**config.mk**
```make
export PLATFORM = sky130hd
export DESIGN_NAME = mem_arbiter
export DESIGN_NICKNAME = d
export VERILOG_FILES = /design/src/rtl/mem_arbiter.sv
export SDC_FILE = /design/constraint.sdc
export NUM_CORES = 1
export LEC_CHECK = 0
export BUFFER_PORTS_ARGS = -buffer_cell sky130_fd_sc_hd__buf_2
export CAP_MARGIN = 20
export CORE_AREA = 2 2 55 62
export DETAILED_ROUTE_END_ITERATION = 12
export DIE_AREA = 0 0 57 64
export PLACE_DENSITY = 0.9
export RECOVER_POWER = 100
export REMOVE_ABC_BUFFERS = 1
export SLEW_MARGIN = 20
export SYNTH_ARGS = -nofsm -noshare
export SYNTH_HDL_FRONTEND = slang
export SYNTH_SLANG_ARGS = --single-unit
```
**constraint.sdc**
```tcl
create_clock -name clk -period 5.05 [get_ports clk]
set_clock_uncertainty 0.1 [all_clocks]
set_input_delay 0.505 -clock clk [delete_from_list [all_inputs] [get_ports clk]]
set_output_delay 0.505 -clock clk [all_outputs]
set_load 0.1 [all_outputs]
```
**src/rtl/mem_arbiter.sv**
```systemverilog
`default_nettype none
// ---------------------------------------------------------------------------
// mem_arbiter : round-robin arbiter with bounded burst lock in front of data_mem
// Revision    : 1.0
// ---------------------------------------------------------------------------
module mem_arbiter #(
  parameter int D        = 8,
  parameter int W        = 8,
  parameter int LOCK_MAX = 16
) (
  input  logic         clk,
  input  logic         rst_n,
  input  logic         req0,
  input  logic         req1,
  input  logic         we0,
  input  logic         we1,
  input  logic         lock0,
  input  logic         lock1,
  input  logic [D-1:0] addr0,
  input  logic [D-1:0] addr1,
  input  logic [W-1:0] wdata0,
  input  logic [W-1:0] wdata1,
  output logic         gnt0,
  output logic         gnt1,
  output logic         rvalid0,
  output logic         rvalid1,
  output logic [W-1:0] rdata0,
  output logic [W-1:0] rdata1,
  output logic         mem_read,
  output logic         mem_write,
  output logic [D-1:0] mem_addr,
  output logic [W-1:0] mem_din,
  input  logic [W-1:0] mem_dout
);

  localparam int CW = $clog2(LOCK_MAX + 1);
  localparam logic [CW-1:0] CNT_MAX = CW'(LOCK_MAX);
  localparam logic [CW-1:0] CNT_ONE = CW'(1);

  typedef enum logic [1:0] {
    IDLE = 2'd0,
    OWN0 = 2'd1,
    OWN1 = 2'd2
  } state_t;

  state_t        state, state_nxt;
  logic          last, last_nxt;
  logic [CW-1:0] lock_cnt, cnt_nxt;
  logic          rd0, rd1;

  // Grant selection: an owner keeps the port until its lock budget runs out
  // while the other side waits; otherwise plain round-robin on 'last'.
  always_comb begin
    gnt0 = 1'b0;
    gnt1 = 1'b0;
    if (rst_n) begin
      if (state == OWN0 && req0) begin
        if (lock_cnt == CNT_MAX && req1) gnt1 = 1'b1;
        else                             gnt0 = 1'b1;
      end else if (state == OWN1 && req1) begin
        if (lock_cnt == CNT_MAX && req0) gnt0 = 1'b1;
        else                             gnt1 = 1'b1;
      end else if (req0 && req1) begin
        if (last) gnt0 = 1'b1;
        else      gnt1 = 1'b1;
      end else begin
        gnt0 = req0;
        gnt1 = req1;
      end
    end
  end

  always_comb begin
    state_nxt = IDLE;
    last_nxt  = last;
    cnt_nxt   = '0;
    mem_read  = 1'b0;
    mem_write = 1'b0;
    mem_addr  = '0;
    mem_din   = '0;
    if (gnt0) begin
      last_nxt  = 1'b0;
      state_nxt = lock0 ? OWN0 : IDLE;
      if (state == OWN0 && req1) cnt_nxt = lock_cnt + CNT_ONE;
      mem_read  = ~we0;
      mem_write = we0;
      mem_addr  = addr0;
      mem_din   = wdata0;
    end else if (gnt1) begin
      last_nxt  = 1'b1;
      state_nxt = lock1 ? OWN1 : IDLE;
      if (state == OWN1 && req0) cnt_nxt = lock_cnt + CNT_ONE;
      mem_read  = ~we1;
      mem_write = we1;
      mem_addr  = addr1;
      mem_din   = wdata1;
    end
  end

  assign rd0 = gnt0 & ~we0;
  assign rd1 = gnt1 & ~we1;

  always_ff @(posedge clk) begin
    if (!rst_n) begin
      state    <= IDLE;
      last     <= 1'b1;
      lock_cnt <= '0;
      rvalid0  <= 1'b0;
      rvalid1  <= 1'b0;
      rdata0   <= '0;
      rdata1   <= '0;
    end else begin
      state    <= state_nxt;
      last     <= last_nxt;
      lock_cnt <= cnt_nxt;
      rvalid0  <= rd0;
      rvalid1  <= rd1;
      if (rd0) rdata0 <= mem_dout;
      if (rd1) rdata1 <= mem_dout;
    end
  end

endmodule
`default_nettype wire

```
# Word-level counts from Yosys, hierarchy flattened
# Index checks and enable logic that the tools add are counted.
totals:
  input_bits: 48
  regBits: 26
  output_inout_bits: 38
  wordCells: 55
op_classes:
  eq_ne: 3
  reduce_logical: 8
  muxes: 32
  add_sub_neg: 1
  bitwise_logic: 4
op_table:
  columns: ["cell", "count"]
  rows:
  - ["$mux W8", 4]
  - ["$mux W1", 21]
  - ["$mux W5", 4]
  - ["$logic_and A1 B1 Y1", 7]
  - ["$mux W2", 3]
  - ["$add A5 B1 Y5 const B", 1]
  - ["$eq A5 B5 Y1 const B", 1]
  - ["$and A1 B1 Y1", 2]
  - ["$eq A2 B1 Y1 const B", 1]
  - ["$eq A2 B2 Y1 const B", 1]
  - ["$not A1 Y1", 2]
  - ["$reduce_bool A2 Y1", 1]

# Logic depth before layout (Yosys ltp)
# Gate-level depths: netlist of run 1.
logic_depth:
  depth_word: 8
  mapped_depth: 7

# Worst setup path before layout of run 1
# OpenSTA, ideal clock, no wires.
synth_timing:
  path_kind: "input to output"
  start: "input req1"
  end: "output mem_addr[1]"
  stages: 6
  t_arrival_ps: 2365
  path_buffers: 1
  path_slack_ps: 2080
  cell_sequence: "and4bb_1 > a21oi_1 > nor3b_2 > and3_4 > buf_4 > a22o_1"
synth_via:
  elab_cells_between_ends: 15
  cone_classes: "12 x mux; 3 x reduce/logical"
synth_rtl:
  columns: ["item", "line", "text"]
  rows:
  - ["start: declaration", "14", "input logic req1,"]
  - ["$logic_and A1 B1 Y1", "63", "end else if (req0 && req1) begin"]
  - ["$mux W1", "63", null]
  - ["$mux W1", "60", "end else if (state == OWN1 && req1) begin"]
  - ["$mux W1 *", "57", "if (state == OWN0 && req0) begin"]
  - ["$mux W1 *", "56", "if (rst_n) begin"]
  - ["net gnt0", "23", "output logic gnt0,"]
  - ["$mux W8 *", "81", "if (gnt0) begin"]
  - ["end: declaration", "31", "output logic [D-1:0] mem_addr,"]
# Mark *: on every way through the listed nets, which the timed path passes. The rest lies on a longest branch.

# Worst setup path after layout of run 1
layout_timing:
  start: "register state[1]"
  end: "output mem_read"
layout_via:
  elab_chain_cells: 7
  elab_cells_between_ends: 12
  cone_classes: "2 x eq/ne; 8 x mux; 2 x reduce/logical"
layout_rtl:
  columns: ["item", "line", "text"]
  rows:
  - ["start: declaration", "46", "state_t state, state_nxt;"]
  - ["start signal: assignment", "113", "state <= state_nxt;"]
  - ["$eq A2 B2 Y1", "60", null]
  - ["$logic_and A1 B1 Y1", "60", null]
  - ["$mux W1", "60", null]
  - ["$mux W1", "57", null]
  - ["$mux W1", "56", null]
  - ["$mux W1", "89", "end else if (gnt1) begin"]
  - ["$mux W1 *", "81", null]
  - ["end: declaration", "29", "output logic mem_read,"]
# Every way passes the cells marked *; elsewhere a longest branch is shown, timed or not.

==> impl_results.md, run 1 <==
- #FFs+latches synth: 26
- Worst-path cell chain: nor2b_1 > nor4b_1 > nor3b_1 > and3_1 > a22o_1 > clkbuf_1
- Mux cell area share after synthesis: 13.6%
- Largest family of logic cells by synthesized area: simple AND/OR/NAND/NOR gates
- Post-layout nets: 269
- Min-Delay Path Class: in -> reg
- Die X-Extent: 57 um
- Worst Path Arrival: 3.21 ns
- Die area: 3650 um^2
- ANT nets after route: 0
- Resized cells post-CTS: 0
- Pwr Density: 350 nW/um^2
- H-tree depth: 1
- MaxCap Viol Count: 0
- Compound-gate portion of the synthesized area: 14.3%
- Remaining DRCs: 0
- Cell row count: 21
- Final core occ: 55.9%
- Synth warn: 0
- Routed len/inst: 13.2 um
- Layout cell share with drive strength beyond 1: 23.4%
- Simple-Gate Fraction of Synth Area: 22.4%
- Routability Congestion: 0.886
- Pleak: 0.821 nW
- Port bufs: 85
- F_max: 0.262 GHz
- Die height: 64 um
- Largest stage delay, worst path: 0.87 ns
- Final HPWL DP: 2580 um
- Synthesized cell area: 1290 um^2
- VDD IR-drop max: 222 uV
- Diode count: 0
- Avg Synthesized Cell Area: 9.46 um^2
- CP max FO: 22
- Critical Path Slowest Stage Cell: clkbuf_1
- Largest net degree at the start of global routing: 30
- Via density: 4.83
- Register area share after synthesis: 40.5%
- Crit share post-route: 75.6%
- First-pass GRT wire length: 5550 um
- Vias in the first global route: 1270
- Setup repair bufs after CTS: 0
- Gr usage total: 19.0%
- DRT Pass-1 Iters: 4
- Xor and xnor fraction of the mapped netlist area: 2.04%
- Initial antenna violation count: 0
- Worst skew pair latency: 0.31 ns
- I/O pin count: 86
- Final setup viols: 0
- Final min period: 3.82 ns
- Gate Count Post-Synth: 136
- Core ar.: 3000 um^2
- Overall via count from detail_route: 1217
- Req. time, crit path: 4.45 ns
- GR Overflow Total: 0
- Worst relative slew slack: 21.4%
- Clock sinks: 26
- Total wire length: 3340 um
- TritonCTS Buffers: 3
- Hold slack: 0.279 ns
- Netlist cell types: 27
- Fin. Hold Viols: 0
- CP endpoint kind: primary output
- Root Buffer: clkbuf_4
- Post-synth EDFFs: 0
- Outcome: finished clean
- Fin. max-slew vios: 0
- Clock Pin Slew Worst Setup and Hold Paths: 0.14 ns
- Setup_tns: 0 ns
- Max clock buf depth: 2
- Unrepaired setup endpoints after global routing: no
- Area share of fa/ha/maj cells after synthesis: 1.95%
- Initial Util: 42.9%
- Crit start category: flop
- Crit path kind: reg -> out
- Hold_buf cts: 0
- Post-synth top flop: dfxtp_1
- Area grow syn2layout: 30.3%
- First-iteration detailed-routing DRC count: 62
- CTS tree: yes
- Ys async rst share: 0%
- Worst Tran Pin Value: 1.18 ns
-- metal layers --
layer	up-vias	GRT usage [%]	routed length (um)
met5	-	0	0
met2	32	32.9	1630
li1	638	-	-
met1	545	23.8	1530
met3	2	3.64	164
met4	0	5.23	16
-- cells in the final DEF, fill, tap and decap left out --
cell and n:
a31oi_1 1, and2_0 3, mux2i_1 16, xor2_1 2
nor3b_1 1, bufinv_16 1, and3_1 2, xnor2_1 1
clkbuf_4 3, clkbuf_1 38, a21oi_1 2, nand2_1 30
dfxtp_1 26, nor2_1 4, o21ai_0 2, mux2_1 1
and4bb_1 1, and2_1 1, ha_1 2, nor2b_1 2
nor4b_1 1, inv_1 5, and3b_1 1, nand3b_1 1
nand3_1 5, a22o_1 18, and4_1 1, buf_2 47
-- logic make-up after synthesis --
group,count (synthesis)
AO/OA/AOI/OAI,23
XOR/XNOR,3
adder cells (fa/ha/maj),2
buffers and inverters,12
flip-flops,26
multiplexers,17
AND/OR/NAND/NOR,53
-- cells in the mapped netlist, types with 2 or more instances --
| library cell | instances | area share [%] |
|---|---|---|
| a21oi_1 | 2 | 0.78 |
| a22o_1 | 18 | 12 |
| and2_1 | 4 | 1.9 |
| and3_4 | 2 | 1.8 |
| buf_4 | 2 | 1.2 |
| buf_6 | 2 | 1.8 |
| clkbuf_1 | 3 | 0.88 |
| dfxtp_1 | 26 | 40 |
| ha_1 | 2 | 1.9 |
| inv_1 | 5 | 1.5 |
| mux2i_1 | 16 | 12 |
| nand2_1 | 30 | 8.8 |
| nand3_1 | 3 | 1.2 |
| nand3_2 | 2 | 1.6 |
| nor2_1 | 4 | 1.2 |
| nor2b_1 | 2 | 0.97 |
| o21ai_0 | 2 | 0.78 |
| xor2_1 | 2 | 1.4 |
-- final cells by class --
type,count,area (um^2)
Multi-Input combinational cell,98,663
Inverter,5,18.8
Clock buffer,3,22.5
Sequential cell,26,520
Clock inverter,1,30.0
Fill cell,308,1320
Tap cell,34,42.5
Timing Repair Buffer,85,378
-- report_power, final --
part           switching [mW]  total, mW  internal, mW
Sequential            0.00480      0.219         0.214
Clock                  0.0609      0.141        0.0802
Combinational           0.187      0.226        0.0397
-- path summary, 6_finish.rpt --
path | depth (start not counted) | to | slack [ns] | start
hold reg to reg | 2 | rdata0[3]$_SDFFE_PN0P_ | 0.37 | rdata0[3]$_SDFFE_PN0P_
setup / recovery | 6 | mem_read | 1.23 | state[1]$_SDFF_PP0_
setup reg to reg | 5 | rvalid0$_SDFF_PN0_ | 2.95 | state[1]$_SDFF_PP0_
hold / removal | 2 | state[1]$_SDFF_PP0_ | 0.28 | lock1
-- metrics by stage --
step	std cells	setup WS [ns]	area, um^2	power (mW)
2_1_floorplan	129	2.10	1240	0.410
3_3_place_gp	248	2.35	1710	0.456
3_5_place_dp	248	2.30	1710	0.458
4_1_cts	252	2.05	1760	0.600
5_1_grt	252	1.02	1680	0.610
6_report	252	1.23	1680	0.587
-- worst max-delay path: cells and delay by family (launching register included) --
| family | cells | cell delay, ns |
|---|---|---|
| compound gates | 1 | 0.27 |
| buf+inv | 1 | 0.87 |
| flops | 1 | 0.38 |
| simple gates | 4 | 1.37 |
-- state kept, by name, summed over array words and instances (netlist names) --
signal,count
lock_cnt,5
rdata0,8
rvalid1,1
rdata1,8
state,2
rvalid0,1
last,1
(Power assumes the default switching activity.)
==> inputs of run 2 (changes only) <==
Settings changed: CORE_AREA 2 2 55 62 to 2 2 57 64, DIE_AREA 0 0 57 64 to 0 0 59 66, PLACE_DENSITY 0.9 to 0.86.
Clock period 5.05 ns to 3.8 ns, I/O delays scaled along.
==> impl_results.md, run 2 (synthesis results as in run 1) <==
- Placed cells: 250 (was 248)
- Min-Delay Path Class: in -> reg (unchanged)
- Largest net degree at the start of global routing: 30 (unchanged)
- Worst Path Arrival: 2.72 ns (was 3.21 ns)
- Overall via count from detail_route: 1272 (was 1217)
- CP endpoint kind: primary output (unchanged)
- VDD IR-drop max: 239 uV (was 222 uV)
- Die height: 66 um (was 64 um)
- Port bufs: 85 (unchanged)
- H-tree depth: 1 (unchanged)
- Root Buffer: clkbuf_4 (unchanged)
- Net Sw Frac: 42.6% (was 43.0%)
- Crit path kind: reg -> out (unchanged)
- Switch Pwr: 0.334 mW (was 0.252 mW)
- Die area: 3890 um^2 (was 3650 um^2)
- Hold slack: 0.154 ns (was 0.279 ns)
- Max clock buf depth: 2 (unchanged)
- Fin. Hold Viols: 0 (unchanged)
- I/O pin count: 86 (unchanged)
- Final min period: 3.20 ns
- Commonest non-fill, non-tap cell in the layout: buf_2 (unchanged)
- Largest stage delay, worst path: 0.66 ns (was 0.87 ns)
- Initial antenna violation count: 0 (unchanged)
- Area grow syn2layout: 32.8% (was 30.3%)
- Routed len/inst: 12.7 um (was 13.2 um)
- GR Overflow Total: 0 (unchanged)
- Pwr Density: 458 nW/um^2 (was 350 nW/um^2)
- Post-layout nets: 269 (unchanged)
- Setup_tns: 0 ns (unchanged)
- CP delay by family, top: simple AND/OR/NAND/NOR gates (unchanged)
- Via density: 5.01 (was 4.83)
- Internal power: 0.449 mW (was 0.334 mW)
- Final setup viols: 0 (unchanged)
- Resized cells post-CTS: 0 (unchanged)
- Setup repair bufs after CTS: 0 (unchanged)
- CTS tree: yes (unchanged)
- Worst-path cell chain: nor2b_1 > nor4b_1 > nor3b_2 > and3_1 > a22o_1 > clkbuf_2 (was nor2b_1 > nor4b_1 > nor3b_1 > and3_1 > a22o_1 > clkbuf_1)
- CP max FO: 22 (unchanged)
- First-pass GRT wire length: 5140 um (was 5550 um)
- Outcome: finished clean (unchanged)
- Crit share post-route: 84.2%
- TritonCTS Buffers: 3 (unchanged)
- Pleak: 0.892 nW (was 0.821 nW)
- ANT nets after route: 0 (unchanged)
- Crit start category: flop (unchanged)
- Routability Congestion: 0.805 (was 0.886)
- Fin. max-slew vios: 0 (unchanged)
- First-iteration detailed-routing DRC count: 79 (was 62)
- Regs by FF count: rdata0 x8, rdata1 x8, lock_cnt x5 (unchanged)
- Die X-Extent: 59 um (was 57 um)
- Finished Layout Cells: 254 (was 252)
- DRT Pass-1 Iters: 4 (unchanged)
- Worst Tran Pin Value: 1.18 ns (about the same)
- Clock Power Share: 23.9% (was 24.0%)
- Total wire length: 3230 um (was 3340 um)
- Combinational cell fraction of total power: 38.9% (was 38.6%)
- Flop pwr share: 37.2% (was 37.4%)
- Initial Util: 39.6% (was 42.9%)
- Gr usage total: 16.6% (was 19.0%)
- Clock Pin Slew Worst Setup and Hold Paths: 0.14 ns (about the same)
- Remaining DRCs: 0 (unchanged)
- Hold_buf cts: 0 (unchanged)
- Final HPWL DP: 2560 um (was 2580 um)
- Critical path buffers and inverters: 1 (unchanged)
- Diode count: 0 (unchanged)
- Cell row count: 22 (was 21)
- Req. time, crit path: 3.32 ns (was 4.45 ns)
- Layout cell share with drive strength beyond 1: 33.0% (was 23.4%)
- Commonest cells after routing, fill and taps aside: 51 x buf_2, 30 x nand2_1, 26 x dfxtp_1, 18 x a22o_1, 18 x clkbuf_1 (was 47 x buf_2, 38 x clkbuf_1, 30 x nand2_1, 26 x dfxtp_1, 18 x a22o_1)
- Worst relative slew slack: 21.4% (about the same)
- MaxCap Viol Count: 0 (unchanged)
- Vias in the first global route: 1161 (was 1270)
- Critical Path Slowest Stage Cell: and3_1 (was clkbuf_1)
- Core ar.: 3250 um^2 (was 3000 um^2)
- Worst skew pair latency: 0.31 ns (about the same)
- F_max: 0.313 GHz
- Clock sinks: 26 (unchanged)
- Unrepaired setup endpoints after global routing: no (unchanged)
## run 2: cell count changes in the layout (fill, tap and decap cells not counted), sizes merged
cell,change
buf,+4
clkbuf,-4
## run 2: final timing paths
path | from | to | slack (ns) | cells after the start
max | state[1]$_SDFF_PP0_ | mem_din[5] | 0.60 | 6
min | lock1 | state[1]$_SDFF_PP0_ | 0.15 | 2
max reg2reg | state[1]$_SDFF_PP0_ | state[0]$_SDFF_PN0_ | 1.75 | 5
min reg2reg | rdata0[5]$_SDFFE_PN0P_ | rdata0[5]$_SDFFE_PN0P_ | 0.37 | 2
## run 2: stage by stage
step           power, mW  worst slack, ns  area (um^2)  utilization (%)
2_1_floorplan      0.545             1.07         1240                -
3_3_place_gp       0.606             1.34         1710             52.6
3_5_place_dp       0.608             1.29         1710             52.6
4_1_cts            0.798            0.932         1760             54.2
5_1_grt            0.811            0.420         1710             52.6
6_report           0.782            0.602         1710             52.6
## run 2: area by class of cell
type / instances / area, um^2
timing repair buffer: 85 / 403
inverter: 5 / 18.8
tap: 36 / 45.0
multi-input combinational: 98 / 668
clock buffer: 3 / 22.5
fill: 330 / 1540
sequential: 26 / 520
clock inverter: 1 / 30.0
## run 2: per-layer routing
layer | GRT usage (%) | routed length (um) | vias to the layer above
met5 | 0 | 0 | -
met4 | 2.27 | 26 | 0
met3 | 4.11 | 150 | 4
met2 | 29.4 | 1640 | 33
met1 | 20.6 | 1420 | 593
li1 | - | - | 642
## run 2: power by group through the flow
stage | sequential [mW] | combinational, mW | clock, mW
after floorplan | 0.369 | 0.176 | 0
after global placement | 0.297 | 0.309 | 0
after detailed placement | 0.297 | 0.311 | 0
after CTS | 0.291 | 0.311 | 0.195
after global routing | 0.293 | 0.316 | 0.202
final | 0.291 | 0.304 | 0.187
==> inputs of run 3 (changes only) <==
Settings changed: CORE_AREA 2 2 57 64 to 2 2 60 67, DIE_AREA 0 0 59 66 to 0 0 62 69, PLACE_DENSITY 0.86 to 0.82.
Clock period 3.8 ns to 2.86 ns, I/O delays scaled along.
==> impl_results.md, run 3 (synthesis results as in run 1) <==
- Routed len/inst: 11.9 um (was 12.7 um)
- Fillers: 377 (was 330)
- Resized cells post-CTS: 0 (unchanged)
- Combinational cell fraction of total power: 37.2% (was 38.9%)
- Initial Util: 35.8% (was 39.6%)
- DP Worst Slack: 0.511 ns (was 1.29 ns)
- Setup repair bufs after CTS: 0 (unchanged)
- VDD IR-drop max: 327 uV (was 239 uV)
- Switch Pwr: 0.450 mW (was 0.334 mW)
- Commonest cells after routing, fill and taps aside: 48 x buf_2, 30 x nand2_1, 26 x dfxtp_1, 19 x clkbuf_2 (was 51 x buf_2, 30 x nand2_1, 26 x dfxtp_1, 18 x a22o_1, 18 x clkbuf_1)
- I/O pin count: 86 (unchanged)
- Min-Delay Path Class: in -> reg (unchanged)
- Hold slack: 0.158 ns (was 0.154 ns)
- Vias in the first global route: 1181 (was 1161)
- Clock Power Share: 27.5% (was 23.9%)
- H-tree depth: 1 (unchanged)
- Worst relative slew slack: 21.8% (was 21.4%)
- Core ar.: 3600 um^2 (was 3250 um^2)
- Final HPWL DP: 2470 um (was 2560 um)
- Worst Path Arrival: 2.28 ns (was 2.72 ns)
- Fin. Hold Viols: 0 (unchanged)
- Internal power: 0.643 mW (was 0.449 mW)
- CTS tree: yes (unchanged)
- Final worst slack: 0.194 ns (was 0.602 ns)
- Commonest non-fill, non-tap cell in the layout: buf_2 (unchanged)
- Regs by FF count: rdata0 x8, rdata1 x8, lock_cnt x5 (unchanged)
- Hold_buf cts: 0 (unchanged)
- Met2 WL: 1630 um (was 1640 um)
- Layout cell share with drive strength beyond 1: 33.9% (was 33.0%)
- Crit path kind: reg -> out (unchanged)
- Outcome: finished clean (unchanged)
- Post-layout nets: 269 (unchanged)
- Routability Congestion: 0.807 (was 0.805)
- Pleak: 0.896 nW (was 0.892 nW)
- Max clock buf depth: 2 (unchanged)
- Flop pwr share: 35.4% (was 37.2%)
- TritonCTS Buffers: 3 (unchanged)
- Req. time, crit path: 2.47 ns (was 3.32 ns)
- Worst skew pair latency: 0.26 ns (was 0.31 ns)
- Clock Pin Slew Worst Setup and Hold Paths: 0.08 ns (was 0.14 ns)
- Tot Pwr: 1.09 mW (was 0.782 mW)
- Port bufs: 85 (unchanged)
- GR Overflow Total: 0 (unchanged)
- Die height: 69 um (was 66 um)
- Final setup viols: 0 (unchanged)
- Net Sw Frac: 41.2% (was 42.6%)
- Overall via count from detail_route: 1204 (was 1272)
- Crit start category: flop (unchanged)
- Total wire length: 3190 um (was 3230 um)
- DR WL met3: 148 um (was 150 um)
- Worst Tran Pin Value: 1.18 ns (about the same)
- Final min period: 2.67 ns
- First-pass GRT wire length: 5030 um (was 5140 um)
- Diode count: 0 (unchanged)
- Largest net degree at the start of global routing: 30 (unchanged)
- ANT nets after route: 0 (unchanged)
- CP max FO: 22 (unchanged)
- Unrepaired setup endpoints after global routing: no (unchanged)
- F_max: 0.375 GHz
- Root Buffer: clkbuf_8 (was clkbuf_4)
- Setup_tns: 0 ns (unchanged)
- Die X-Extent: 62 um (was 59 um)
- FF+latch area: 520 um^2 (unchanged)
- DRT Pass-1 Iters: 4 (unchanged)
- Cell row count: 23 (was 22)
- MaxCap Viol Count: 0 (unchanged)
- Pwr Density: 623 nW/um^2 (was 458 nW/um^2)
- Area grow syn2layout: 36.4% (was 32.8%)
- Die area: 4280 um^2 (was 3890 um^2)
- Max Used Layer: met3 (was met4)
- Clock sinks: 26 (unchanged)
- Via density: 4.49 (was 5.01)
- Remaining DRCs: 0 (unchanged)
- Metal-1 WL: 1420 um (about the same)
- Initial antenna violation count: 0 (unchanged)
- CP endpoint kind: primary output (unchanged)
- Gr usage total: 14.9% (was 16.6%)
- Crit share post-route: 93.2%
- Fin. max-slew vios: 0 (unchanged)
- First-iteration detailed-routing DRC count: 61 (was 79)
- Multi-input gate area: 678 um^2 (was 668 um^2)
-- run 3: final cells by class --
class / count / area share, %
flip-flops and latches: 26 / 29.7
multi-input cells: 98 / 38.7
repair buffers: 85 / 23.0
inverters: 5 / 1.07
well taps: 50 / 3.57
clock inverters: 1 / 1.71
clock buffers: 3 / 2.35
-- run 3: worst paths after layout --
kind | start | endpoint | slack (ns) | depth (start not counted)
max | state[0]$_SDFF_PN0_ | mem_din[6] | 0.19 | 6
min | lock1 | state[1]$_SDFF_PP0_ | 0.16 | 2
max reg2reg | lock_cnt[0]$_SDFF_PN0_ | rdata1[4]$_SDFFE_PN0P_ | 0.86 | 6
min reg2reg | rdata0[5]$_SDFFE_PN0P_ | rdata0[5]$_SDFFE_PN0P_ | 0.36 | 2
-- run 3: per-stage QoR --
| step | area (um^2) | std cells | utilization [%] |
|---|---|---|---|
| after global routing | 1750 | 268 | 48.8 |
| after floorplan | 1240 | 129 | - |
| after detailed placement | 1730 | 264 | 48.0 |
| after CTS | 1800 | 268 | 49.9 |
| final | 1750 | 268 | 48.8 |
| after global placement | 1730 | 264 | 48.0 |
-- run 3: critical path: stages, from the launching register on --
cell and delay (ns):
dfxtp_1 0.36, nor2b_1 0.30, nor4b_1 0.11, nor3b_2 0.23, and3_4 0.37, a22o_1 0.19, clkbuf_2 0.45
-- run 3: power groups by stage --
stage                     sequential (mW)  combinational (mW)  clock [mW]
after floorplan                     0.491               0.233           0
after global placement              0.394               0.410           0
after detailed placement            0.395               0.414           0
after CTS                           0.387               0.414       0.311
after global routing                0.389               0.422       0.331
final                               0.387               0.406       0.300
-- run 3: layer usage --
metal	vias to the layer above	global-route usage, %
li1	636	-
met1	539	18.1
met2	29	25.6
met3	0	3.94
met4	0	2.84
met5	-	0
